--- src/rtl/decoder_scan_seq.sv ---
// ============================================================================
// Module      : decoder_scan_seq
// Description : Registered N-to-2^N one-hot decoder with DIRECT (hold) and
//               SCAN (step every DWELL cycles) modes for digit/row strobes.
// Revision    : 1.0 - initial release
// ============================================================================
`default_nettype none

module decoder_scan_seq #(
  parameter int N     = 2,
  parameter int DWELL = 4
) (
  input  logic                clk,
  input  logic                rst,
  input  logic                en,
  input  logic                mode,
  input  logic                load,
  input  logic [N-1:0]        i,
  output logic [(1<<N)-1:0]   d,
  output logic [N-1:0]        idx,
  output logic                wrap
);

  localparam int C_CNT_W = (DWELL > 1) ? $clog2(DWELL) : 1;

  localparam logic [C_CNT_W-1:0] c_cnt_last = C_CNT_W'(DWELL - 1);
  localparam logic [C_CNT_W-1:0] c_cnt_one  = C_CNT_W'(1);
  localparam logic [N-1:0]       c_idx_last = {N{1'b1}};
  localparam logic [N-1:0]       c_idx_one  = N'(1);
  localparam logic [(1<<N)-1:0]  c_hot_base = (1<<N)'(1);

  typedef enum logic [1:0] {
    ST_IDLE   = 2'd0,
    ST_DIRECT = 2'd1,
    ST_SCAN   = 2'd2
  } state_t;

  state_t               r_state, w_state_nxt;
  logic [N-1:0]         r_idx,   w_idx_nxt;
  logic [C_CNT_W-1:0]   r_cnt,   w_cnt_nxt;
  logic                 r_wrap,  w_wrap_nxt;

  always_ff @(posedge clk or posedge rst) begin
    if (rst) begin
      r_state <= ST_IDLE;
      r_idx   <= '0;
      r_cnt   <= '0;
      r_wrap  <= 1'b0;
    end else begin
      r_state <= w_state_nxt;
      r_idx   <= w_idx_nxt;
      r_cnt   <= w_cnt_nxt;
      r_wrap  <= w_wrap_nxt;
    end
  end

  // Load outranks mode: a load always lands its code, mode only picks the state.
  always_comb begin
    w_state_nxt = r_state;
    w_idx_nxt   = r_idx;
    w_cnt_nxt   = '0;
    w_wrap_nxt  = 1'b0;
    if (!en) begin
      w_state_nxt = ST_IDLE;
    end else begin
      case (r_state)
        ST_IDLE: begin
          if (mode) begin
            w_state_nxt = ST_SCAN;
            w_idx_nxt   = load ? i : '0;
          end else if (load) begin
            w_state_nxt = ST_DIRECT;
            w_idx_nxt   = i;
          end
        end
        ST_DIRECT: begin
          if (load) w_idx_nxt = i;
          if (mode) w_state_nxt = ST_SCAN;
        end
        ST_SCAN: begin
          if (load) begin
            w_idx_nxt   = i;
            w_state_nxt = mode ? ST_SCAN : ST_DIRECT;
          end else if (!mode) begin
            w_state_nxt = ST_DIRECT;
          end else if (r_cnt != c_cnt_last) begin
            w_cnt_nxt = r_cnt + c_cnt_one;
          end else begin
            w_idx_nxt  = r_idx + c_idx_one;
            w_wrap_nxt = (r_idx == c_idx_last);
          end
        end
        default: begin
          w_state_nxt = ST_IDLE;
        end
      endcase
    end
  end

  // Outputs come from flops only, so async reset blanks them immediately.
  assign d    = (r_state == ST_IDLE) ? '0 : (c_hot_base << r_idx);
  assign idx  = r_idx;
  assign wrap = r_wrap;

endmodule

`default_nettype wire

--- config.mk ---
export PLATFORM = sky130hd
export DESIGN_NAME = decoder_scan_seq
export DESIGN_NICKNAME = d
export VERILOG_FILES = /design/src/rtl/decoder_scan_seq.sv
export SDC_FILE = /design/constraint.sdc
export NUM_CORES = 1
export LEC_CHECK = 0
export ABC_AREA = 1
export BUFFER_PORTS_ARGS = -buffer_cell sky130_fd_sc_hd__buf_4
export CORE_AREA = 2 2 39 41
export CTS_BUF_LIST = sky130_fd_sc_hd__clkbuf_2 sky130_fd_sc_hd__clkbuf_4 sky130_fd_sc_hd__clkbuf_8
export DETAILED_ROUTE_END_ITERATION = 6
export DIE_AREA = 0 0 41 43
export GPL_TIMING_DRIVEN = 0
export PLACE_DENSITY = 0.84
export SETUP_SLACK_MARGIN = 0.4
export SYNTH_ARGS = -nofsm -noshare
export SYNTH_HDL_FRONTEND = slang
export SYNTH_SLANG_ARGS = --single-unit
--- constraint.sdc ---
create_clock -name clk -period 1.9 [get_ports clk]
set_clock_uncertainty 0.15 [all_clocks]
set_input_delay 0.475 -clock clk [delete_from_list [all_inputs] [get_ports clk]]
set_output_delay 0.475 -clock clk [all_outputs]
set_load 0.005 [all_outputs]
After elaboration in Yosys (flattened, before gate mapping)
Cells that the tools add are included.
- reduce and logical (&&, ||, !) cells: 4
- $add $sub $neg: 2
- mux-type cells: 26
- shift operators: 1
- equality and inequality tests: 9
- operator list (operator ; number):
    2-bit 2-to-1 mux ; 18
    2-bit one-hot mux with 3 select lines ; 2
    3-bit != test (second input constant) ; 3
    4-bit != test (second input constant) ; 2
    1-bit 2-to-1 mux ; 5
    2-bit by 1-bit adder with 2-bit output (second input constant) ; 2
    2-bit == test (second input constant) ; 2
    4-bit 2-to-1 mux ; 1
    4-bit AND reduction ; 1
    1-bit by 2-bit left shift with 4-bit output (first input constant) ; 1
    3-bit AND reduction ; 1
    3-bit nonzero test ; 1
    2-bit by 1-bit == test with 1-bit output (second input constant) ; 1
    2-bit zero test ; 1
    2-bit != test (second input constant) ; 1
- output and inout port bits: 7
- logic and storage cells: 46
- bits in registers: 7

Logic depth before layout (Yosys ltp)
Gate-level depths: netlist of run 1.
- depth after elaboration: 6
- mapped depth: 10
- depth with buffers taken out: 10

Worst setup path before layout of run 1
Ideal clock, no wire load.
- path kind: register to output
- start point: register r_state[0]
- end point: output port d[0]
- cell stages (with the launch flop): 4
- data required time: 1275 ps
- buffers on the path: 0
- setup slack: 427 ps
- arrival: 848 ps
- path through: dfrtp_1 > inv_1 > ha_1 > nor2_1
- longest elaborated chain between the ends: 2
- RTL lines (element ; line ; text):
    from (decl) ; 38 ; state_t r_state, w_state_nxt;
    from (signal assigned) ; 50 ; r_state <= w_state_nxt;
    2-bit zero test ; 101 ; assign d = (r_state == ST_IDLE) ? '0 : (c_hot_base << r_idx);
    4-bit 2-to-1 mux ; 101 ;
    to (decl) ; 19 ; output logic [(1<<N)-1:0] d,
Every way passes these cells.

Worst setup path after layout of run 1
- start point: register r_idx[1], in the netlist idx[1]
- end point: output port d[1]
- longest elaborated chain between the ends: 2
- RTL lines (element ; line ; text):
    from (decl) ; 39 ; logic [N-1:0] r_idx, w_idx_nxt;
    from (signal assigned) ; 51 ; r_idx <= w_idx_nxt;
    1-bit by 2-bit left shift with 4-bit output ; 101 ;
    4-bit 2-to-1 mux ; 101 ;
Every way passes these cells.

==> results.md, run 1 <==
* Most common cell after layout, fill and taps aside: sky130_fd_sc_hd__nand2_1
* Synthesis-to-layout area growth at 49.5%
* Weighted congestion at the end of routability-driven global placement at 0.817
* First-pass DRT Iterations at 4
* Worst hold-check path type: in2async
* Worst path max stage delay at 0.46 ns
* Outcome: finished with violations
* Synthesis-stage register bit count at 7
* Max-slew violations at 0
* Final-layout worst hold slack at -0.00672 ns
* Remaining routing DRC violations at 0
* Row cnt at 14
* Buffer levels on the longest clock path at 2
* Antenna diodes at 0
* Die boundary height at ~43 µm
* Boundary pin count at 14
* Remaining global-route overflow at 0
* Cell Count, Final, Fillers Out at 138
* Arrival time of data at the critical path endpoint at roughly 1.2 ns
* Number of setup violations in the final report at 0
* Post-layout util at 72.9%
* Final net count at 141
* Max capacitance violation total at 0
* Worst-Skew Late Latency at 0.27 ns
* Maximum fanout along the worst path at 4
* Violation count after the first detailed-routing iteration at 10
* Count of H-tree levels built during CTS at 1
* Static leakage at 0.511 nW
* Largest net degree at the start of global routing at 9
* Clock edge transition at the registers on the reported setup and hold paths at 0.07 ns
* Half-perimeter wire length after detailed placement at 1070 µm
* Total GRT Usage at 20.3%
* Total number of vias at 729
* Commonest non-fill, non-tap cells in the layout: 22 x sky130_fd_sc_hd__nand2_1, 21 x sky130_fd_sc_hd__buf_4, 9 x sky130_fd_sc_hd__nor2_1, 8 x sky130_fd_sc_hd__inv_2, 7 x sky130_fd_sc_hd__inv_1
* Initial Util at 48.7%
* Gate count of the mapped netlist at between 90 and 100
* Cell family with the largest share of critical-path delay: flip-flops
* Root cell of the clock tree: sky130_fd_sc_hd__clkbuf_4
* Max Freq at 539 MHz
* Cell at the slowest stage of the critical path: sky130_fd_sc_hd__dfrtp_2
* TritonCTS clock tree: done
* Share of cells above drive strength 1 at 50.0%
* Synthesized net count at 113
* Fin crit share at 97.6%
* Kind of end point of the critical path: output port
* Vias in the first global route at 675
* Worst-margin pin slew at ~0.30 ns
* Clock period minus worst slack at 1.85 ns
* Die ar. at ~1800 µm²
* Reg-to-reg critical path startpoint: r_state[1]
* Final number of hold-violating endpoints at 3
* Die X-Extent at between 40 and 50 µm
* Port bufs at 11
* Inserted Clock Buffers at 3
* Data required time of the critical path at 1.27 ns
* Type of element launching the critical path: flop
* Number of buffers and inverters on the critical path at 3
* Core area at 1380 µm²
* Power Dens Cells at 1220 nW/µm²
* Via density per instance at approximately 5.3
* First-pass GRT wire length at 2470 µm
* Mapped cell area at 674 µm²
* Reg-to-reg endpoint: idx[1]
* Share of the yosys chip area belonging to registers at 26.0%
* Number of clock sinks at 7
* Average size of a mapped cell at approximately 7.1 µm²
* Antenna-violating nets left at 0
* Violated checks: negative hold slack
* Setup repair after global routing missed its margin: yes
* Detailed Route WL at 2040 µm
* DP Cell Count at between 100 and 150
* Count of different cell masters after synthesis at 21
* R2r setup slk at approximately 0.34 ns
* YS warnings at 0
* Maximum resistive drop on vdd at around 0.66 mV
* Initial antenna violation count at 0
* Category of the most critical setup path: reg2out
* Final routed wire length divided by cell count at approximately 15 µm
* Cells traversed along the worst timing path: inv_4, ha_4, inv_2, nor2_1, buf_4
* Worst-case reg-to-reg path depth at 8
* Max-Slew Margin vs Limit at 80.2%
what timing repair did:
action	4_1_cts	5_1_grt
endpoints found under the setup margin	8	9
buffers inserted	4	8
resized for setup	9	26
hold buffers	0	0
pin swaps	1	11
cells in the mapped netlist (all sizes together):
master	count	area share (%)
nand4	1	0.93
nor2	15	11
nand2	25	15
ha	11	20
o211ai	1	1.1
buf	2	2.8
dfrtp	7	26
a21oi	1	0.74
or2	1	0.93
nand3	6	5.2
inv	19	11
o21ai	5	3.7
nor4	1	0.93
how the worst max path moves through the flow:
stage | start | end | slack [ns] | depth (start not counted)
detailed placement | r_state[1] | d[1] | 0.21 | 4
floorplan | r_state[0] | d[0] | 0.43 | 3
global placement | r_state[0] | d[1] | 0.25 | 4
global route | idx[1] | d[1] | -0.02 | 5
CTS | idx[0] | d[2] | 0.12 | 5
finish | idx[1] | d[1] | 0.05 | 5
cell type report:
class	instances	area, µm²
multi-input cells	67	495
fillers	84	375
repair buffers	23	184
flip-flops and latches	7	179
inverters	19	81.3
clock buffers	4	30.0
well taps	16	20.0
plain buffers	2	18.8
kinds of logic after synthesis:
kind of cell | count (synthesis) | share of synthesized area (%)
flops | 7 | 26.0
buf+inv | 21 | 13.7
simple gates | 49 | 34.3
compound gates | 7 | 5.56
fa+ha+maj | 11 | 20.4
where the power goes:
| part | internal, W | switching [W] |
|---|---|---|
| Combinational | 0.000401 | 0.000417 |
| Sequential | 0.000188 | 0.0000613 |
| Clock | 0.0000950 | 0.0000679 |
| Total | 0.000685 | 0.000546 |
layer usage:
layer  share of wire, %  track usage (%)
met1                 36             20.7
met2                 54             34.7
met3                5.6             5.76
met4                4.4             10.7
met5                  0                0
flip-flops by register name, summed over array words and instances, names as in the netlist:
name and cells:
idx 2, r_cnt 2, r_state 2, wrap 1
stage by stage:
stage / setup slack (ns) / hold WS [ns] / power, W / area (µm²) / setup TNS [ns]
final: 0.0455 / -0.00672 / 0.00123 / 1010 / 0
after global routing: -0.0165 / 0.00936 / 0.00131 / 1010 / -0.0165
after CTS: 0.117 / 0.00760 / 0.000933 / 867 / 0
after detailed placement: 0.213 / 0.281 / 0.000677 / 777 / 0
after global placement: 0.251 / 0.263 / 0.000662 / 777 / 0
after floorplan: 0.427 / 0.128 / 0.000526 / 674 / 0
Power figures use the tool's default switching activity.
==> run 2: changes to the inputs <==
--- a/config.mk
+++ b/config.mk
@@ -13,7 +13,6 @@
 export DIE_AREA = 0 0 41 43
 export GPL_TIMING_DRIVEN = 0
 export PLACE_DENSITY = 0.84
-export SETUP_SLACK_MARGIN = 0.4
 export SYNTH_ARGS = -nofsm -noshare
 export SYNTH_HDL_FRONTEND = slang
 export SYNTH_SLANG_ARGS = --single-unit
==> run 2 against run 1 <==
Against the previous run:
- the flow still finishes with violations (negative hold slack)
- total power decreased by 29%
- final area down 18%
- sequential power is 8% lower
- first-iteration DRC count fell by 20%
- clock-buffer cell count is the same
==> results.md, run 2 (synthesis gave the netlist of run 1 again) <==
* Outcome: finished with violations
* Violated checks: negative hold slack
* Post-route cell area at 828 µm² (-18%)
* First-pass GRT wire length at 2250 µm (-8.9%)
* Core area at 1380 µm² (unchanged)
* Die boundary height at 43 µm (unchanged)
* First-pass DRT Iterations at 4 (unchanged)
* Final-layout worst hold slack at -0.00562 ns (+0.00110 ns)
* Fin crit share at 94.6% (-3.0 points)
* Max-Slew Margin vs Limit at 82.2% (+2.0 points)
* Detailed Route WL at 1330 µm (-35%)
* Post-layout util at 59.9% (-13 points)
* Most congested layer reported by global routing: met2
* GRT met2 Usage at 32.2% (-2.5 points)
* Remaining global-route overflow at 0 (unchanged)
* Most common cell after layout, fill and taps aside: sky130_fd_sc_hd__nand2_1
* Row cnt at 14 (unchanged)
* Total number of vias at 624 (-14%)
* Half-perimeter wire length after detailed placement at 1070 µm (unchanged)
* Violation count after the first detailed-routing iteration at 8 (-2)
* Antenna diodes at 0 (unchanged)
* Final routed wire length divided by cell count at 10.4 µm (-30%)
* Antenna-violating nets left at 0 (unchanged)
* Synthesis-to-layout area growth at 22.8%
* Fill cell total of the finished layout at 127 (+51%)
* Met3 track demand over resource at 4.71% (-1.0 points)
* Final net count at 130 (-7.8%)
* Category of the most critical setup path: reg2out
* Max-slew violations at 0 (unchanged)
* Max Freq at 556 MHz (+3.2%)
* Share of cells above drive strength 1 at 28.8% (-21 points)
* Number of setup violations in the final report at 0 (unchanged)
* Kind of end point of the critical path: output port
* Final number of hold-violating endpoints at 3 (unchanged)
* Worst-margin pin slew at 0.267 ns (-0.0295 ns)
* Power Dens Cells at 1050 nW/µm² (-14%)
* Via density per instance at 4.91 (-7.0%)
* TritonCTS clock tree: done
* Die ar. at 1760 µm² (unchanged)
* Overall power after layout at 0.000872 W (-29%)
* R2r setup slk at 0.32 ns (-0.02 ns)
* DP Area at 777 µm² (unchanged)
* Data required time of the critical path at 1.27 ns (about the same)
* Reg-to-reg critical path startpoint: r_state[0]
* Clock edge transition at the registers on the reported setup and hold paths at 0.06 ns (about the same)
* Total GRT Usage at 18.3% (-2.0 points)
* Die X-Extent at 41 µm (unchanged)
* Port bufs at 11 (unchanged)
* Clock period minus worst slack at 1.80 ns (-0.0571 ns)
* Commonest non-fill, non-tap cells in the layout: 22 x sky130_fd_sc_hd__nand2_1, 15 x sky130_fd_sc_hd__inv_1, 13 x sky130_fd_sc_hd__buf_4, 11 x sky130_fd_sc_hd__nor2_1, 10 x sky130_fd_sc_hd__ha_1
* Maximum fanout along the worst path at 6 (+2)
* Arrival time of data at the critical path endpoint at 1.17 ns (-0.06 ns)
* Worst-case reg-to-reg path depth at 10 (+2)
* Reg-to-reg endpoint: idx[0]
* Weighted congestion at the end of routability-driven global placement at 0.817 (unchanged)
* Initial Util at 48.7% (unchanged)
* Buffer levels on the longest clock path at 2 (unchanged)
* Remaining routing DRC violations at 0 (unchanged)
* Root cell of the clock tree: sky130_fd_sc_hd__clkbuf_4
* Initial antenna violation count at 0 (unchanged)
* Boundary pin count at 14 (unchanged)
* Count of H-tree levels built during CTS at 1 (unchanged)
* Setup repair after global routing missed its margin: no
* Grt met1 use at 18.7% (-2.0 points)
* Type of element launching the critical path: flop
* Total Negative Setup Slacks at 0 ns (unchanged)
* Inserted Clock Buffers at 3 (unchanged)
* Worst-Skew Late Latency at 0.26 ns (about the same)
* Static leakage at 0.455 nW (-11%)
* Maximum resistive drop on vdd at 0.425 mV (-36%)
* Number of clock sinks at 7 (unchanged)
* Largest net degree at the start of global routing at 9 (unchanged)
* Max capacitance violation total at 0 (unchanged)
* Worst hold-check path type: in2async
* Vias in the first global route at 601 (-11%)
[run 2: cell types whose count changed in the layout (fill, tap and decap cells not counted), moves of 2 or more]
cell | before | now
sky130_fd_sc_hd__dfrtp_2 | 3 | 1
sky130_fd_sc_hd__nor2_1 | 9 | 11
sky130_fd_sc_hd__inv_2 | 8 | 3
sky130_fd_sc_hd__inv_4 | 4 | 1
sky130_fd_sc_hd__dfrtp_1 | 4 | 6
sky130_fd_sc_hd__ha_1 | 5 | 10
sky130_fd_sc_hd__buf_4 | 21 | 13
sky130_fd_sc_hd__inv_1 | 7 | 15
sky130_fd_sc_hd__ha_4 | 6 | 1
sky130_fd_sc_hd__buf_6 | 4 | 1
[run 2: routing by layer]
metal  share of wire (%)  vias to the layer above
met1                  39                      286
met5                   0                        -
li1                    -                      323
met3                 3.8                        2
met4                0.75                        0
met2                  56                       13
[run 2: worst max path at each step]
stage / from / endpoint / slack (ns) / depth (start not counted)
floorplan: r_state[0] / d[0] / 0.43 / 3
global placement: r_state[0] / d[1] / 0.25 / 4
detailed placement: r_state[1] / d[1] / 0.21 / 4
CTS: r_state[1] / d[1] / 0.04 / 4
global route: idx[1] / d[1] / 0.008 / 5
finish: r_state[1] / d[1] / 0.10 / 4
[run 2: layout make-up]
class / instances / area, µm² / area share [%]
buffer: 2 / 18.8 / 2.27
clock buffer: 4 / 30.0 / 3.63
inverter: 19 / 73.8 / 8.91
multi-input combinational: 67 / 419 / 50.6
sequential: 7 / 176 / 21.3
tap: 16 / 20.0 / 2.42
timing repair buffer: 12 / 90.1 / 10.9
[run 2: metrics by stage]
step | setup slack, ns | std cells | hold slack [ns]
floorplan | 0.427 | 95 | 0.128
global placement | 0.251 | 122 | 0.263
detailed placement | 0.213 | 122 | 0.281
CTS | 0.0350 | 127 | 0.00760
global route | 0.00798 | 127 | 0.0140
finish | 0.103 | 127 | -0.00562
[run 2: worst max-delay path, stage by stage, from the launching register on]
cell	delay, ns
sky130_fd_sc_hd__dfrtp_2	0.41
sky130_fd_sc_hd__inv_1	0.10
sky130_fd_sc_hd__ha_4	0.19
sky130_fd_sc_hd__nor2_1	0.11
sky130_fd_sc_hd__buf_4	0.12
[run 2: what timing repair did]
action / CTS / global route
endpoints found under the setup margin: 4 / 4
gates resized for setup: 2 / 2
hold buffers: 0 / 0
gates cloned: 0 / 0
buffers inserted: 1 / 0
[run 2: report_power, final]
group          switching (W)  internal (W)
combinational       0.000266      0.000222
clock              0.0000597     0.0000947
sequential         0.0000458      0.000184
==> run 3: changes to the inputs <==
--- a/config.mk
+++ b/config.mk
@@ -5,14 +5,15 @@
 export SDC_FILE = /design/constraint.sdc
 export NUM_CORES = 1
 export LEC_CHECK = 0
-export ABC_AREA = 1
+export ABC_AREA = 0
 export BUFFER_PORTS_ARGS = -buffer_cell sky130_fd_sc_hd__buf_4
+export CAP_MARGIN = 20
 export CORE_AREA = 2 2 39 41
 export CTS_BUF_LIST = sky130_fd_sc_hd__clkbuf_2 sky130_fd_sc_hd__clkbuf_4 sky130_fd_sc_hd__clkbuf_8
 export DETAILED_ROUTE_END_ITERATION = 6
 export DIE_AREA = 0 0 41 43
 export GPL_TIMING_DRIVEN = 0
-export PLACE_DENSITY = 0.84
+export PLACE_DENSITY = 0.79
 export SYNTH_ARGS = -nofsm -noshare
 export SYNTH_HDL_FRONTEND = slang
 export SYNTH_SLANG_ARGS = --single-unit
==> constraint.sdc (replaced) <==
create_clock -name clk -period 2.2 [get_ports clk]
set_clock_uncertainty 0.15 [all_clocks]
set_input_delay 0.55 -clock clk [delete_from_list [all_inputs] [get_ports clk]]
set_output_delay 0.55 -clock clk [all_outputs]
set_load 0.005 [all_outputs]
==> run 3 against run 2 <==
Against the previous run:
- the flow now finishes without violations
- global-route usage is 1.4 points lower
- combinational power is 11% lower
- worst setup slack better by 0.050 ns
- die area stayed put
- first-iteration DRC count is 88% higher
- register-to-register slack better by 0.02 ns
==> results.md, run 3 <==
* Power Dens Cells at 1030 nW/µm² (-2.3%)
* Vias in the first global route at 506 (-16%)
* Hold buffers post-CTS at 0 (unchanged)
* Port bufs at 12 (+1)
* Post-route cell area at 751 µm² (-9.4%)
* Antenna diodes at 0 (unchanged)
* Max-Slew Margin vs Limit at 82.1% (about the same)
* Maximum fanout along the worst path at 7 (+1)
* Number of clock sinks at 7 (unchanged)
* Gate count of the mapped netlist at 69 (-27%)
* Data required time of the critical path at 1.50 ns (+0.23 ns)
* DP Area at 721 µm² (-7.2%)
* Static leakage at 0.390 nW (-14%)
* Resized Gates After CTS at 0 (-2)
* Synthesis-to-layout area growth at 23.0%
* Share of the yosys chip area belonging to registers at 28.7% (+2.7 points)
* Clock edge transition at the registers on the reported setup and hold paths at 0.05 ns (about the same)
* Cell Count, Final, Fillers Out at 101 (-20%)
* Buffer levels on the longest clock path at 2 (unchanged)
* Final number of hold-violating endpoints at 0 (-3)
* Number of setup violations in the final report at 0 (unchanged)
* DP Cell Count at 97 (-20%)
* Most area-consuming cells after synthesis: sky130_fd_sc_hd__dfrtp_1 29%, sky130_fd_sc_hd__ha_1 23%, sky130_fd_sc_hd__nor2b_1 9.2%, sky130_fd_sc_hd__nand2_1 4.3%, sky130_fd_sc_hd__inv_1 3.7%
* Max capacitance violation total at 0 (unchanged)
* Count of H-tree levels built during CTS at 1 (unchanged)
* Kind of end point of the critical path: output port
* Max-slew violations at 0 (unchanged)
* Worst-Skew Late Latency at 0.25 ns (about the same)
* Worst hold-check path type: in2async
* Root cell of the clock tree: sky130_fd_sc_hd__clkbuf_4
* Remaining routing DRC violations at 0 (unchanged)
* Type of element launching the critical path: flop
* Total number of vias at 531 (-15%)
* Detailed Route WL at 1220 µm (-7.7%)
* Die X-Extent at 41 µm (unchanged)
* Outcome: finished clean
* Fraction of synthesized cell area taken by the top area cell type at 28.7% (+2.7 points)
* Mapped cell area at 611 µm² (-9.5%)
* Area taken by flip-flops and latches at 175 µm² (-0.71%)
* Leading cell types by count after synthesis: 11 x sky130_fd_sc_hd__ha_1, 9 x sky130_fd_sc_hd__nor2b_1, 7 x sky130_fd_sc_hd__dfrtp_1, 7 x sky130_fd_sc_hd__nand2_1, 6 x sky130_fd_sc_hd__inv_1
* Synthesized net count at 87 (-23%)
* R2r setup slk at 0.34 ns (+0.02 ns)
* Total Negative Setup Slacks at 0 ns (unchanged)
* YS warnings at 0 (unchanged)
* Antenna-violating nets left at 0 (unchanged)
* Most common flop cell mapped by yosys: sky130_fd_sc_hd__dfrtp_1
* Total GRT Usage at 16.9% (-1.4 points)
* Number of post-CTS setup repair buffers at 0 (-1)
* Count of different cell masters after synthesis at 25 (+19%)
* Commonest non-fill, non-tap cells in the layout: 12 x sky130_fd_sc_hd__buf_4, 11 x sky130_fd_sc_hd__ha_1, 9 x sky130_fd_sc_hd__nor2b_1, 7 x sky130_fd_sc_hd__nand2_1, 7 x sky130_fd_sc_hd__dfrtp_1
* First-pass GRT wire length at 2030 µm (-9.8%)
* Most common cell after layout, fill and taps aside: sky130_fd_sc_hd__buf_4
* Setup slack at placement at 0.358 ns (+0.145 ns)
* Initial antenna violation count at 0 (unchanged)
* Maximum resistive drop on vdd at 0.411 mV (-3.4%)
* Share of flip-flops with an asynchronous set or reset at 100% (unchanged)
* Arrival time of data at the critical path endpoint at 1.35 ns (+0.18 ns)
* Clock period minus worst slack at 2.05 ns
* Worst-margin pin slew at 0.268 ns (+0.00114 ns)
* Final net count at 104 (-20%)
* Worst Slack Setup Final at 0.153 ns (+0.0500 ns)
* Setup repair after global routing missed its margin: no
* Post-layout util at 54.2% (-5.6 points)
* Fin crit share at 93.1%
* Half-perimeter wire length after detailed placement at 988 µm (-7.4%)
* Most area-hungry cell type in the Yosys netlist: sky130_fd_sc_hd__dfrtp_1
* Fill cell total of the finished layout at 131 (+3.1%)
* Via density per instance at 5.26 (+7.0%)
* Largest net degree at the start of global routing at 10 (+1)
* Share of cells above drive strength 1 at 24.7% (-4.1 points)
* Total area of multi-input combinational cells at 398 µm² (-5.1%)
* Weighted congestion at the end of routability-driven global placement at 0.779 (-4.7%)
* Row cnt at 14 (unchanged)
* Boundary pin count at 14 (unchanged)
* TritonCTS clock tree: done
* First-pass DRT Iterations at 4 (unchanged)
* Category of the most critical setup path: reg2out
* Violation count after the first detailed-routing iteration at 15 (+7)
* Inserted Clock Buffers at 3 (unchanged)
* Most common cell in the synthesized netlist: sky130_fd_sc_hd__ha_1
* Synthesis-stage register bit count at 7 (unchanged)
* Worst-case reg-to-reg path depth at 6 (-4)
* Core area at 1380 µm² (unchanged)
* Die boundary height at 43 µm (unchanged)
* Max Freq at 488 MHz
* Post-synth EDFFs at 0 (unchanged)
* Final routed wire length divided by cell count at 12.1 µm (+16%)
* Remaining global-route overflow at 0 (unchanged)
* Average size of a mapped cell at 8.85 µm² (+25%)
* Die ar. at 1760 µm² (unchanged)
* Initial Util at 44.1% (-4.6 points)
[run 3: cell families (layout without fill, tap and decap cells)]
logic type               Yosys count  count (layout)  synth area share [%]
AO/OA/AOI/OAI                     14              14                  16.2
flip-flops                         7               7                  28.7
adder cells (fa/ha/maj)           11              11                  22.5
multiplexers                       2               2                  3.69
buffers and inverters              8              24                  6.15
AND/OR/NAND/NOR                   27              27                  22.7
[run 3: area by class of cell]
class | instances | area share, %
Sequential cell | 7 | 23.3
Multi-Input combinational cell | 54 | 53.0
Buffer | 1 | 1.50
Inverter | 7 | 3.50
Timing Repair Buffer | 12 | 12.0
Tap cell | 16 | 2.67
Clock buffer | 4 | 4.00
[run 3: where the power goes]
group	total [W]	internal (W)	switching, W
Combinational	0.000436	0.000213	0.000222
Clock	0.000128	0.0000815	0.0000464
Sequential	0.000209	0.000163	0.0000461
[run 3: routing by layer]
layer	share of wire, %	vias to the layer above	global-route usage (%)
met2	57	12	31.6
met5	0	-	0
met3	3.4	0	6.28
met4	0	0	3.33
met1	39	254	16.1
li1	-	265	-
[run 3: final timing paths]
path	from	end
setup / recovery	r_state[0]	d[2]
hold / removal	rst	r_cnt[1]
setup reg to reg	r_state[0]	idx[1]
hold reg to reg	r_cnt[0]	r_cnt[0]
max in group asynchronous	rst	r_state[0]
min in group clk	r_cnt[0]	r_cnt[0]
[run 3: per-stage QoR]
step | hold slack, ns | total power [W]
global route | 0.0904 | 0.000857
global placement | 0.277 | 0.000631
detailed placement | 0.302 | 0.000646
CTS | 0.0797 | 0.000782
finish | 0.0799 | 0.000773
floorplan | 0.203 | 0.000500
[run 3: critical path, cell delays in order (launching register included)]
cell and delay (ns):
sky130_fd_sc_hd__dfrtp_1 0.42, sky130_fd_sc_hd__inv_1 0.10, sky130_fd_sc_hd__ha_1 0.31, sky130_fd_sc_hd__nor2b_1 0.15, sky130_fd_sc_hd__buf_4 0.12
